File: config.mk
export PLATFORM = sky130hd
export DESIGN_NAME = vga_pat_sched_flat
export DESIGN_NICKNAME = d
export VERILOG_FILES = /design/src/rtl/vga_pat_sched_if.sv /design/src/rtl/vga_pat_sched.sv /design/src/flat_wrapper.sv
export SDC_FILE = /design/constraint.sdc
export NUM_CORES = 1
export LEC_CHECK = 0
export BUFFER_PORTS_ARGS = -buffer_cell sky130_fd_sc_hd__clkbuf_2
export CAP_MARGIN = 20
export CORE_MARGIN = 2
export CORE_UTILIZATION = 53
export DETAILED_ROUTE_END_ITERATION = 6
export PLACE_DENSITY = 0.85
export SYNTH_ARGS = -nofsm -noshare
export SYNTH_HDL_FRONTEND = slang
export SYNTH_SLANG_ARGS = --single-unit
File: constraint.sdc
create_clock -name vga_clk -period 4.75 [get_ports vga_clk]
set_input_delay 0.2375 -clock vga_clk [delete_from_list [all_inputs] [get_ports vga_clk]]
set_output_delay 0.2375 -clock vga_clk [all_outputs]
set_load 0.01 [all_outputs]
File: src/rtl/vga_pat_sched_if.sv
// Control/status bundle between the key logic, the pattern scheduler and vga_pic.
// The master side drives vsync and the key pulses; the slave side, the scheduler, returns the pattern state.
interface vga_pat_sched_if #(
    parameter int PAT_W = 3,
    parameter int CNT_W = 8
);
    logic             vsync;
    logic             key_next;
    logic             key_mode;
    logic [PAT_W-1:0] pat_sel;
    logic             pat_chg;
    logic             mode;
    logic [CNT_W-1:0] frame_cnt;

    modport master (
        output vsync,
        output key_next,
        output key_mode,
        input  pat_sel,
        input  pat_chg,
        input  mode,
        input  frame_cnt
    );

    modport slave (
        input  vsync,
        input  key_next,
        input  key_mode,
        output pat_sel,
        output pat_chg,
        output mode,
        output frame_cnt
    );
endinterface

File: src/rtl/vga_pat_sched.sv
// Frame-synchronous test-pattern scheduler: pat_sel only changes on the edge that
// first samples vsync asserted, either on a key request (MANUAL) or every FRAME_HOLD frames (AUTO).
module vga_pat_sched #(
    parameter int PAT_W      = 3,
    parameter int PAT_NUM    = 8,
    parameter int FRAME_HOLD = 60,
    parameter int CNT_W      = 8,
    parameter bit VS_POL     = 1'b1
) (
    input  logic                  vga_clk,
    input  logic                  sys_rst_n,
    vga_pat_sched_if.slave        bus
);

    typedef enum logic [1:0] {
        ST_MANUAL   = 2'd0,
        ST_MAN_PEND = 2'd1,
        ST_AUTO     = 2'd2
    } state_t;

    localparam logic [PAT_W-1:0] PAT_LAST  = PAT_W'(PAT_NUM - 1);
    localparam logic [CNT_W-1:0] HOLD_LAST = CNT_W'(FRAME_HOLD - 1);

    state_t           state_q, state_d;
    logic             pend_q, pend_d;
    logic             vs_d1_q, vs_d1_d;
    logic [PAT_W-1:0] pat_sel_q, pat_sel_d;
    logic             pat_chg_q, pat_chg_d;
    logic             mode_q, mode_d;
    logic [CNT_W-1:0] frame_cnt_q, frame_cnt_d;

    logic             fs;
    logic             advance;

    // A frame starts on the first cycle vsync is seen at its asserted level.
    assign fs = (bus.vsync == VS_POL) && (vs_d1_q != VS_POL);

    always_comb begin
        state_d     = state_q;
        pend_d      = pend_q;
        frame_cnt_d = frame_cnt_q;
        vs_d1_d     = bus.vsync;
        advance     = 1'b0;

        if (bus.key_mode) begin
            // Mode toggle outranks both a coincident key_next and a coincident frame start.
            state_d     = (state_q == ST_AUTO) ? ST_MANUAL : ST_AUTO;
            pend_d      = 1'b0;
            frame_cnt_d = '0;
        end else begin
            case (state_q)
                ST_MANUAL: begin
                    frame_cnt_d = '0;
                    if (bus.key_next) begin
                        if (fs) begin
                            advance = 1'b1;
                        end else begin
                            state_d = ST_MAN_PEND;
                        end
                    end
                end
                ST_MAN_PEND: begin
                    frame_cnt_d = '0;
                    if (fs) begin
                        advance = 1'b1;
                        state_d = ST_MANUAL;
                    end
                end
                ST_AUTO: begin
                    if (fs) begin
                        if ((frame_cnt_q == HOLD_LAST) || pend_q || bus.key_next) begin
                            advance     = 1'b1;
                            frame_cnt_d = '0;
                            pend_d      = 1'b0;
                        end else begin
                            frame_cnt_d = frame_cnt_q + 1'b1;
                        end
                    end else if (bus.key_next) begin
                        pend_d = 1'b1;
                    end
                end
                default: begin
                    state_d     = ST_MANUAL;
                    pend_d      = 1'b0;
                    frame_cnt_d = '0;
                end
            endcase
        end

        pat_sel_d = pat_sel_q;
        if (advance) begin
            pat_sel_d = (pat_sel_q == PAT_LAST) ? '0 : pat_sel_q + 1'b1;
        end
        pat_chg_d = advance;
        mode_d    = (state_d == ST_AUTO);
    end

    always_ff @(posedge vga_clk or negedge sys_rst_n) begin
        if (!sys_rst_n) begin
            state_q     <= ST_MANUAL;
            pend_q      <= 1'b0;
            // Preset to asserted so a vsync already high at reset release is not a frame start.
            vs_d1_q     <= VS_POL;
            pat_sel_q   <= '0;
            pat_chg_q   <= 1'b0;
            mode_q      <= 1'b0;
            frame_cnt_q <= '0;
        end else begin
            state_q     <= state_d;
            pend_q      <= pend_d;
            vs_d1_q     <= vs_d1_d;
            pat_sel_q   <= pat_sel_d;
            pat_chg_q   <= pat_chg_d;
            mode_q      <= mode_d;
            frame_cnt_q <= frame_cnt_d;
        end
    end

    assign bus.pat_sel   = pat_sel_q;
    assign bus.pat_chg   = pat_chg_q;
    assign bus.mode      = mode_q;
    assign bus.frame_cnt = frame_cnt_q;

endmodule

File: src/flat_wrapper.sv
// flat-port wrapper written by rule: the top's interface ports become plain ports
module vga_pat_sched_flat 
#(
    parameter int PAT_W      = 3,
    parameter int PAT_NUM    = 8,
    parameter int FRAME_HOLD = 60,
    parameter int CNT_W      = 8,
    parameter bit VS_POL     = 1'b1
)
  (vga_clk, sys_rst_n, bus_vsync, bus_key_next, bus_key_mode, bus_pat_sel, bus_pat_chg, bus_mode, bus_frame_cnt);
  vga_pat_sched_if #(.PAT_W(PAT_W), .CNT_W(CNT_W)) bus_i ();
  input  logic vga_clk;
  input  logic sys_rst_n;
  input wire logic [$bits(bus_i.vsync)-1:0] bus_vsync;
  input wire logic [$bits(bus_i.key_next)-1:0] bus_key_next;
  input wire logic [$bits(bus_i.key_mode)-1:0] bus_key_mode;
  output wire logic [$bits(bus_i.pat_sel)-1:0] bus_pat_sel;
  output wire logic [$bits(bus_i.pat_chg)-1:0] bus_pat_chg;
  output wire logic [$bits(bus_i.mode)-1:0] bus_mode;
  output wire logic [$bits(bus_i.frame_cnt)-1:0] bus_frame_cnt;
  assign bus_i.vsync = bus_vsync;
  assign bus_i.key_next = bus_key_next;
  assign bus_i.key_mode = bus_key_mode;
  assign bus_pat_sel = bus_i.pat_sel;
  assign bus_pat_chg = bus_i.pat_chg;
  assign bus_mode = bus_i.mode;
  assign bus_frame_cnt = bus_i.frame_cnt;
  vga_pat_sched #(.PAT_W(PAT_W), .PAT_NUM(PAT_NUM), .FRAME_HOLD(FRAME_HOLD), .CNT_W(CNT_W), .VS_POL(VS_POL)) u_core (.vga_clk(vga_clk), .sys_rst_n(sys_rst_n), .bus(bus_i));
endmodule
==> results of run 1 <==
## kinds of logic (layout without fill, tap and decap cells)
kind of cell    after synthesis  in the layout  synth area share
buf+inv                       4             26           0.01731
fa+ha+maj                     3              3           0.04329
simple gates                 35             35            0.2093
xor+xnor                      3              3           0.03031
compound gates               18             18            0.1559
mux                           3              3           0.05194
flops                        17             17            0.4921
## synth_stat cells, drive strengths merged, types with 2 or more instances
cell type / number / area [um^2]
a21oi: 2 / 10.01
a31oi: 3 / 18.77
dfrtp: 16 / 400.4
ha: 3 / 37.54
inv: 4 / 15.01
mux2: 3 / 45.04
nand2: 8 / 32.54
nand2b: 2 / 15.02
nand3: 6 / 30.03
nand4: 2 / 12.51
nor2: 9 / 33.78
nor3: 2 / 10.01
o21ai: 6 / 30.03
xnor2: 3 / 26.28
## worst max-delay path by stage
stage,start,end,slack (ns)
final,u_core.bus.frame_cnt[0]$_DFFE_PN0P_,u_core.bus.pat_sel[0]$_DFFE_PN0P_,2.85
after floorplan,u_core.bus.frame_cnt[0]$_DFFE_PN0P_,u_core.bus.pat_sel[0]$_DFFE_PN0P_,2.94
after detailed placement,u_core.bus.frame_cnt[0]$_DFFE_PN0P_,u_core.bus.pat_sel[0]$_DFFE_PN0P_,2.87
after CTS,u_core.bus.frame_cnt[0]$_DFFE_PN0P_,u_core.bus.pat_sel[0]$_DFFE_PN0P_,2.86
after global routing,u_core.bus.frame_cnt[0]$_DFFE_PN0P_,u_core.bus.pat_sel[0]$_DFFE_PN0P_,2.75
after global placement,u_core.bus.frame_cnt[0]$_DFFE_PN0P_,u_core.bus.pat_sel[1]$_DFFE_PN0P_,2.95
## flip-flops by register name, summed over array words and instances, names as in the netlist
signal and flops:
u_core.bus.mode 1, u_core.bus.pat_chg 1, u_core.vs_d1_q 1, u_core.bus.frame_cnt 8
u_core.pend_q 1, u_core.bus.pat_sel 3, u_core.state_q 2
## per-stage QoR
step	hold WS (ns)	util
global route	0.02875	0.6626
CTS	0.03843	0.6626
detailed placement	0.1868	0.6379
global placement	0.1823	0.6379
finish	0.04013	0.6626
floorplan	-0.05809	-
## worst max-delay path: cells and delay by family (launching register included)
family / cells / cell delay [ns]
adder cells (fa/ha/maj): 1 / 0.22
AND/OR/NAND/NOR: 1 / 0.13
AO/OA/AOI/OAI: 2 / 0.67
flip-flops: 1 / 0.43
multiplexers: 1 / 0.33
## layer usage
metal  part of all wire  up-vias
met5                  0        -
li1                   -      345
met3              0.068        4
met2               0.47       38
met1               0.44      353
met4              0.020        0
## power by group through the flow
stage | Combinational [uW] | Sequential, uW | Clock [uW]
6_report | 87.7 | 181 | 76.6
5_1_grt | 101 | 184 | 83.7
4_1_cts | 89.1 | 182 | 78.3
3_5_place_dp | 88.5 | 184 | 0
3_3_place_gp | 84.1 | 182 | 0
2_1_floorplan | 52.8 | 188 | 0
## what timing repair did
item                      CTS  global route
resized for setup           0             0
hold buffers                1             0
hold endpoints to repair   16             0
setup buffers               0             0
## layout make-up
| cell class | instances | area [um^2] |
|---|---|---|
| Clock inverter | 1 | 5.005 |
| Inverter | 4 | 15.01 |
| Tap cell | 16 | 20.02 |
| Timing Repair Buffer | 18 | 95.09 |
| Fill cell | 127 | 514.2 |
| Multi-Input combinational cell | 62 | 425.4 |
| Sequential cell | 17 | 426.7 |
| Clock buffer | 3 | 22.52 |
==> run metrics, run 1 <==
Power Total 345.8 uW; Setup CP Type register to register; final non-filler cell total 121; Final period util 0.3993; Pwr per Cell Area 342.4 nW/um^2; Worst setup SP type register; ys flop type dfrtp_1; I/O Buffers 17; Flop pwr share 0.525; Syn. warnings 0; CP Capture Type register; pin count of the biggest net entering global routing 18; Worst slew margin 0.4415; vias in the first global route 685; Hold EP u_core.vs_d1_q$_DFF_PN1_; Final Critical Period 1.897 ns; Seq/Total Area, Yosys 0.4921; setup slack, reg-to-reg 2.85 ns; IO Count 18; CTS Sinks 17; Worst-Skew Late Latency 0.29 ns; layout cells sized above 1 0.2857; pre-CTS setup slack 2.868 ns; DR pass1 iterations 4; Post-Route WL 1.711 mm; min-delay worst type input port to register; sw power 106.3 uW; Die ar. 1975 um^2; Final GP Congestion 0.8210; Synthesized Nets 91; LEAKAGE 0.0004644 uW; Hold Violations, Final 0; fin worst setup slack 2.853 ns; met2 usage in global routing 0.3265; Logic pwr share 0.254; P_int 239.5 uW; routed vias 740; crit-path max cell delay 0.43 ns; critical path required time 4.94 ns; grt peak-use layer met2; Final Skew 0.003695 ns; CTS Buf Count 3; #FFs+latches synth 17; max-slew violation count 0; largest fanout on the critical path 8; CP Cell Sequence ha_1 -> nand4bb_1 -> o31a_4 -> a211oi_4 -> mux2_4; Layout area overhead 16.45%; Die Y 44.45 um; row cnt 14; CTS root buf clkbuf_4; DP Area 972.2 um^2; Switching Share 0.3073; commonest non-fill, non-tap cells in the layout 17 x clkbuf_2, 16 x dfrtp_1, 9 x nor2_1; Worst EP arrival 2.08 ns; RR Endpoint u_core.bus.pat_sel[0]$_DFFE_PN0P_; gate count of the mapped netlist 83; global-route wire length before repair 2.925 mm; post-synth cell types 30; Max Freq 0.5272 GHz; TritonCTS clock tree done; Synth Cell Area 867.1 um^2; initial core utilization 0.5690; clock slew at the register clock pins of the worst setup and hold paths 0.10 ns; H-tree depth 1; Inst Count DP 116; routed length per instance 14.14 um; Via density 6.116; CTS max path bufs 2; Die W 44.45 um; RSZ-0062 raised after global routing no; Final Cell Area 1010 um^2; Remaining DRCs 0; Reg2Reg Depth 5; Final setup viols 0; global route overflow 0; max-cap viol count 0; Clk pwr share 0.222; Post-synth EDFFs 0; Worst-Margin Slew 0.8314 ns; Detail Route Antenna Nets 0; M3 GR Usage 0.05306; core box area 1524 um^2; DR iter-0 viols 32; Synth Area per Inst 10.45 um^2; status complete, no violations; commonest non-fill, non-tap cell in the layout clkbuf_2; HP Start bus_vsync; Hold Crit Depth 1; gr usage total 0.2050; RR Startpoint u_core.bus.frame_cnt[0]$_DFFE_PN0P_; Max rail drop VDD 0.2271 mV; met1 Resource Use GR 0.2520; ANT cells 0; Setup TNS 0 ns; Final #Nets 114; DP HPWL 1.271 mm; async set-reset flop share out of synthesis 1.000; Slowest-stage cell, CP dfrtp_1; antenna violations before repair 0
Power figures use the tool's default switching activity.
==> run 2: changes to the inputs <==
--- a/config.mk
+++ b/config.mk
@@ -8,9 +8,9 @@
 export BUFFER_PORTS_ARGS = -buffer_cell sky130_fd_sc_hd__clkbuf_2
 export CAP_MARGIN = 20
 export CORE_MARGIN = 2
-export CORE_UTILIZATION = 53
+export CORE_UTILIZATION = 52
 export DETAILED_ROUTE_END_ITERATION = 6
-export PLACE_DENSITY = 0.85
+export PLACE_DENSITY = 0.83
 export SYNTH_ARGS = -nofsm -noshare
 export SYNTH_HDL_FRONTEND = slang
 export SYNTH_SLANG_ARGS = --single-unit
==> constraint.sdc (replaced) <==
create_clock -name vga_clk -period 1.9 [get_ports vga_clk]
set_input_delay 0.095 -clock vga_clk [delete_from_list [all_inputs] [get_ports vga_clk]]
set_output_delay 0.095 -clock vga_clk [all_outputs]
set_load 0.01 [all_outputs]
==> run metrics, run 2 (synthesized netlist as in run 1, its figures left out) <==
Max Freq 0.5665 GHz (was 0.5272 GHz); min-delay worst type input port to register (unchanged); Layout area overhead 22.22% (was 16.45%); commonest non-fill, non-tap cells in the layout 17 x clkbuf_2, 16 x dfrtp_1, 9 x nor2_1 (unchanged); Die W 44.84 um (was 44.45 um); layout cells sized above 1 0.3153 (was 0.2857); post-CTS setup buffer count 0 (unchanged); routed length per instance 13.09 um (was 14.14 um); row cnt 14 (unchanged); DR pass1 iterations 5 (was 4); CTS Buf Count 3 (unchanged); ANT cells 0 (unchanged); global-route wire length before repair 2.801 mm (was 2.925 mm); CTS root buf clkbuf_4 (unchanged); DP HPWL 1.257 mm (was 1.271 mm); CP Capture Type register (unchanged); Hold WS 0.05054 ns (was 0.04013 ns); max reg flops 8 (unchanged); Final GP Congestion 0.7760 (was 0.8210); Hold Violations, Final 0 (unchanged); TritonCTS clock tree done (unchanged); CTS max path bufs 2 (unchanged); Final period util 0.9291 (was 0.3993); Pwr per Cell Area 831.3 nW/um^2 (was 342.4 nW/um^2); Worst slew margin 0.7265 (was 0.4415); Final #Nets 120 (was 114); Final setup viols 0 (unchanged); Final Critical Period 1.765 ns (was 1.897 ns); routed vias 733 (was 740); RSZ-0062 raised after global routing no (unchanged); P_int 604.7 uW (was 239.5 uW); sw power 276.3 uW (was 106.3 uW); Worst EP arrival 1.96 ns (was 2.08 ns); Clk pwr share 0.230 (was 0.222); clock slew at the register clock pins of the worst setup and hold paths 0.11 ns (was 0.10 ns); Remaining DRCs 0 (unchanged); Logic pwr share 0.256 (was 0.254); Setup TNS 0 ns (unchanged); LEAKAGE 0.0004919 uW (was 0.0004644 uW); pin count of the biggest net entering global routing 18 (unchanged); Setup CP Type register to register (unchanged); largest fanout on the critical path 8 (unchanged); Worst-Skew Late Latency 0.30 ns (was 0.29 ns); Switching Share 0.3136 (was 0.3073); initial core utilization 0.5625 (was 0.5690); Detail Route Antenna Nets 0 (unchanged); CTS Sinks 17 (unchanged); gr usage total 0.1918 (was 0.2050); antenna violations before repair 0 (unchanged); Max rail drop VDD 0.6093 mV (was 0.2271 mV); commonest non-fill, non-tap cell in the layout clkbuf_2 (unchanged); DR iter-0 viols 12 (was 32); Die ar. 2010 um^2 (was 1975 um^2); I/O Buffers 17 (unchanged); Worst-Margin Slew 0.4102 ns (was 0.8314 ns); H-tree depth 1 (unchanged); core box area 1541 um^2 (was 1524 um^2); status complete, no violations (unchanged); Via density 5.772 (was 6.116); critical path required time 2.10 ns (was 4.94 ns); Final Skew 0.009773 ns (was 0.003695 ns); Worst setup SP type register (unchanged); Die Y 44.84 um (was 44.45 um); Post-Route WL 1.663 mm (was 1.711 mm); max-slew violation count 0 (unchanged); Flop pwr share 0.514 (was 0.525); IO Count 18 (unchanged); vias in the first global route 686 (was 685); max-cap viol count 0 (unchanged); global route overflow 0 (unchanged)
[run 2: changes by cell type in the layout (fill, tap and decap cells not counted), sizes merged]
cell         previous run  this run
buf                     0         5
dlygate4sd3             1         2
clkinvlp                0         1
clkinv                  1         0
[run 2: metrics by stage]
stage                     instance area [um^2]  instances  setup WS (ns)  utilization  power (uW)
final                                     1060        127         0.1346       0.6875       881.0
after global routing                      1060        127        0.03077       0.6875       933.2
after CTS                                 1060        127         0.1231       0.6875       885.7
after detailed placement                  1010        121         0.1268       0.6550       686.6
after global placement                    1010        121         0.1732       0.6550       671.6
after floorplan                          867.1         83        0.08861            -       601.2
[run 2: worst max-delay path: stages (launching register included)]
cell       delay [ns]
dfrtp_1          0.36
ha_1             0.18
nand4bb_1        0.12
o31a_4           0.34
a211oi_4         0.34
mux2_4           0.33
[run 2: timing repair]
action / CTS / global route
hold endpoints to repair: 17 / 0
hold buffers: 2 / 0
resized for setup: 0 / 0
[run 2: final timing paths]
kind	start	endpoint	slack, ns	depth (start not counted)
setup / recovery	u_core.bus.frame_cnt[1]$_DFFE_PN0P_	u_core.bus.pat_sel[0]$_DFFE_PN0P_	0.13	5
hold / removal	bus_key_mode	u_core.state_q[0]$_DFF_PN0_	0.05	2
setup reg to reg	u_core.bus.frame_cnt[1]$_DFFE_PN0P_	u_core.bus.pat_sel[0]$_DFFE_PN0P_	0.13	5
hold reg to reg	u_core.bus.pat_sel[1]$_DFFE_PN0P_	u_core.bus.pat_sel[1]$_DFFE_PN0P_	0.56	1
max in group asynchronous	sys_rst_n	u_core.vs_d1_q$_DFF_PN1_	1.32	2
min in group asynchronous	sys_rst_n	u_core.bus.pat_sel[2]$_DFFE_PN0P_	0.25	2
[run 2: layout make-up]
type | count | area (um^2)
Multi-Input combinational cell | 62 | 425.4
Clock buffer | 3 | 22.52
Tap cell | 16 | 20.02
Sequential cell | 17 | 426.7
Timing Repair Buffer | 24 | 142.6
Clock inverter | 1 | 7.507
Inverter | 4 | 15.01
Fill cell | 126 | 481.7
[run 2: layer usage]
metal | part of all wire | track usage
met4 | 0.020 | 0.1059
met1 | 0.44 | 0.2519
met2 | 0.48 | 0.3072
met3 | 0.058 | 0.02400
met5 | 0 | 0
[run 2: power by group through the flow]
| stage | Sequential (uW) | Combinational (uW) | Clock, uW |
|---|---|---|---|
| after floorplan | 469 | 132 | 0 |
| after CTS | 454 | 229 | 203 |
| after global placement | 456 | 216 | 0 |
| final | 453 | 225 | 203 |
| after detailed placement | 462 | 225 | 0 |
| after global routing | 463 | 256 | 215 |
==> run 3: changes to the inputs <==
--- a/config.mk
+++ b/config.mk
@@ -7,8 +7,10 @@
 export LEC_CHECK = 0
 export BUFFER_PORTS_ARGS = -buffer_cell sky130_fd_sc_hd__clkbuf_2
 export CAP_MARGIN = 20
+export CELL_PAD_IN_SITES_DETAIL_PLACEMENT = 0
+export CELL_PAD_IN_SITES_GLOBAL_PLACEMENT = 1
 export CORE_MARGIN = 2
-export CORE_UTILIZATION = 52
+export CORE_UTILIZATION = 40
 export DETAILED_ROUTE_END_ITERATION = 6
 export PLACE_DENSITY = 0.83
 export SYNTH_ARGS = -nofsm -noshare
==> run metrics, run 3 (synthesized netlist as in run 1, its figures left out) <==
status complete, no violations (unchanged); Worst setup SP type register (unchanged); max-slew violation count 0 (unchanged); RR Endpoint u_core.bus.pat_sel[1]$_DFFE_PN0P_ (was u_core.bus.pat_sel[0]$_DFFE_PN0P_); ANT cells 0 (unchanged); max reg flops 8 (unchanged); Final GP Congestion 0.7501 (was 0.7760); HP Start bus_key_mode (unchanged); row cnt 16 (was 14); Detail Route Antenna Nets 0 (unchanged); Die W 50.56 um (was 44.84 um); Hold EP u_core.state_q[0]$_DFF_PN0_ (unchanged); global route overflow 0 (unchanged); Worst-Margin Slew 0.4374 ns (was 0.4102 ns); Max Freq 0.5645 GHz (was 0.5665 GHz); setup slack, reg-to-reg 0.13 ns (about the same); layout cells sized above 1 0.3125 (was 0.3153); CTS max path bufs 2 (unchanged); cts hold-fix bufs 2 (unchanged); gr usage total 0.1651 (was 0.1918); Final period util 0.9324 (was 0.9291); core box area 2002 um^2 (was 1541 um^2); Pwr per Cell Area 809.9 nW/um^2 (was 831.3 nW/um^2); critical path required time 2.08 ns (was 2.10 ns); DR iter-0 viols 18 (was 12); Hold Crit Depth 2 (unchanged); global-route wire length before repair 3.146 mm (was 2.801 mm); Die Y 50.56 um (was 44.84 um); DR pass1 iterations 4 (was 5); Layout area overhead 24.24% (was 22.22%); I/O Buffers 17 (unchanged); clock slew at the register clock pins of the worst setup and hold paths 0.10 ns (was 0.11 ns); DP HPWL 1.345 mm (was 1.257 mm); Reg2Reg Depth 5 (unchanged); IO Count 18 (unchanged); Worst-Skew Late Latency 0.29 ns (was 0.30 ns); Worst slew margin 0.7084 (was 0.7265); Post-Route WL 1.845 mm (was 1.663 mm); min-delay worst type input port to register (unchanged); CP Capture Type register (unchanged); commonest non-fill, non-tap cell in the layout clkbuf_2 (unchanged); Via density 5.281 (was 5.772); post-CTS setup buffer count 0 (unchanged); CTS Buf Count 3 (unchanged); vias in the first global route 693 (was 686); CTS root buf clkbuf_4 (unchanged); RR Startpoint u_core.bus.frame_cnt[1]$_DFFE_PN0P_ (unchanged); RSZ-0062 raised after global routing no (unchanged); Final setup viols 0 (unchanged); routed vias 734 (was 733); max-cap viol count 0 (unchanged); Die ar. 2556 um^2 (was 2010 um^2); Final Critical Period 1.772 ns (was 1.765 ns); Final Cell Area 1077 um^2 (was 1060 um^2); Remaining DRCs 0 (unchanged); initial core utilization 0.4331 (was 0.5625); Setup TNS 0 ns (unchanged); Max rail drop VDD 0.3594 mV (was 0.6093 mV); LEAKAGE 0.0004984 uW (was 0.0004919 uW); H-tree depth 1 (unchanged); Gates resized, CTS repair 0 (unchanged); antenna violations before repair 0 (unchanged); pin count of the biggest net entering global routing 18 (unchanged); DP Area 1031 um^2 (was 1010 um^2); commonest non-fill, non-tap cells in the layout 17 x clkbuf_2, 16 x dfrtp_1, 9 x nor2_1 (unchanged); CTS Sinks 17 (unchanged); Final Skew 0.004835 ns (was 0.009773 ns); largest fanout on the critical path 8 (unchanged); Setup CP Type register to register (unchanged); routed length per instance 13.27 um (was 13.09 um); Hold Violations, Final 0 (unchanged); Worst EP arrival 1.95 ns (was 1.96 ns); TritonCTS clock tree done (unchanged); Final #Nets 121 (was 120)
-- run 3: worst max-delay path, stage by stage (launching register included) --
cell and delay [ns]:
dfrtp_1 0.37, ha_1 0.18, nand4bb_1 0.12, o31a_4 0.34, a211oi_4 0.33, mux2_4 0.33
-- run 3: worst max path at each step --
stage	end	slack (ns)	start	depth (start not counted)
CTS	u_core.bus.pat_sel[2]$_DFFE_PN0P_	0.12	u_core.bus.frame_cnt[0]$_DFFE_PN0P_	5
finish	u_core.bus.pat_sel[1]$_DFFE_PN0P_	0.13	u_core.bus.frame_cnt[1]$_DFFE_PN0P_	5
global route	u_core.bus.pat_sel[2]$_DFFE_PN0P_	0.07	u_core.bus.frame_cnt[0]$_DFFE_PN0P_	5
detailed placement	u_core.bus.pat_sel[2]$_DFFE_PN0P_	0.14	u_core.bus.frame_cnt[0]$_DFFE_PN0P_	5
floorplan	u_core.bus.pat_sel[0]$_DFFE_PN0P_	0.09	u_core.bus.frame_cnt[0]$_DFFE_PN0P_	5
global placement	u_core.bus.pat_sel[1]$_DFFE_PN0P_	0.17	u_core.bus.frame_cnt[0]$_DFFE_PN0P_	5
-- run 3: layout make-up --
cell class | instances | area [um^2]
Fill cell | 187 | 924.6
Clock buffer | 4 | 26.28
Sequential cell | 17 | 426.7
Inverter | 4 | 15.01
Tap cell | 27 | 33.78
Timing Repair Buffer | 25 | 150.1
Multi-Input combinational cell | 62 | 425.4
-- run 3: layer usage --
layer / up-vias / GRT usage / share of wire
met5: - / 0 / 0
met4: 0 / 0.08108 / 0.014
met3: 2 / 0.02083 / 0.049
met2: 26 / 0.2654 / 0.45
met1: 348 / 0.2190 / 0.48
li1: 358 / - / -
-- run 3: stage by stage --
step                total power, uW  worst slack, ns  instances  hold WS (ns)  utilization
global placement              676.7           0.1702        133       0.04640       0.5150
CTS                           885.9           0.1233        139       0.05378       0.5381
floorplan                     601.2          0.08861         83       -0.2006            -
finish                        872.5           0.1284        139       0.05773       0.5381
global route                  940.4          0.07400        139       0.06573       0.5381
detailed placement            684.8           0.1390        133       0.05625       0.5150
-- run 3: where the power goes --
part           internal (uW)  switching (uW)
logic                    115             109
registers                409            43.2
clock network           81.6             115
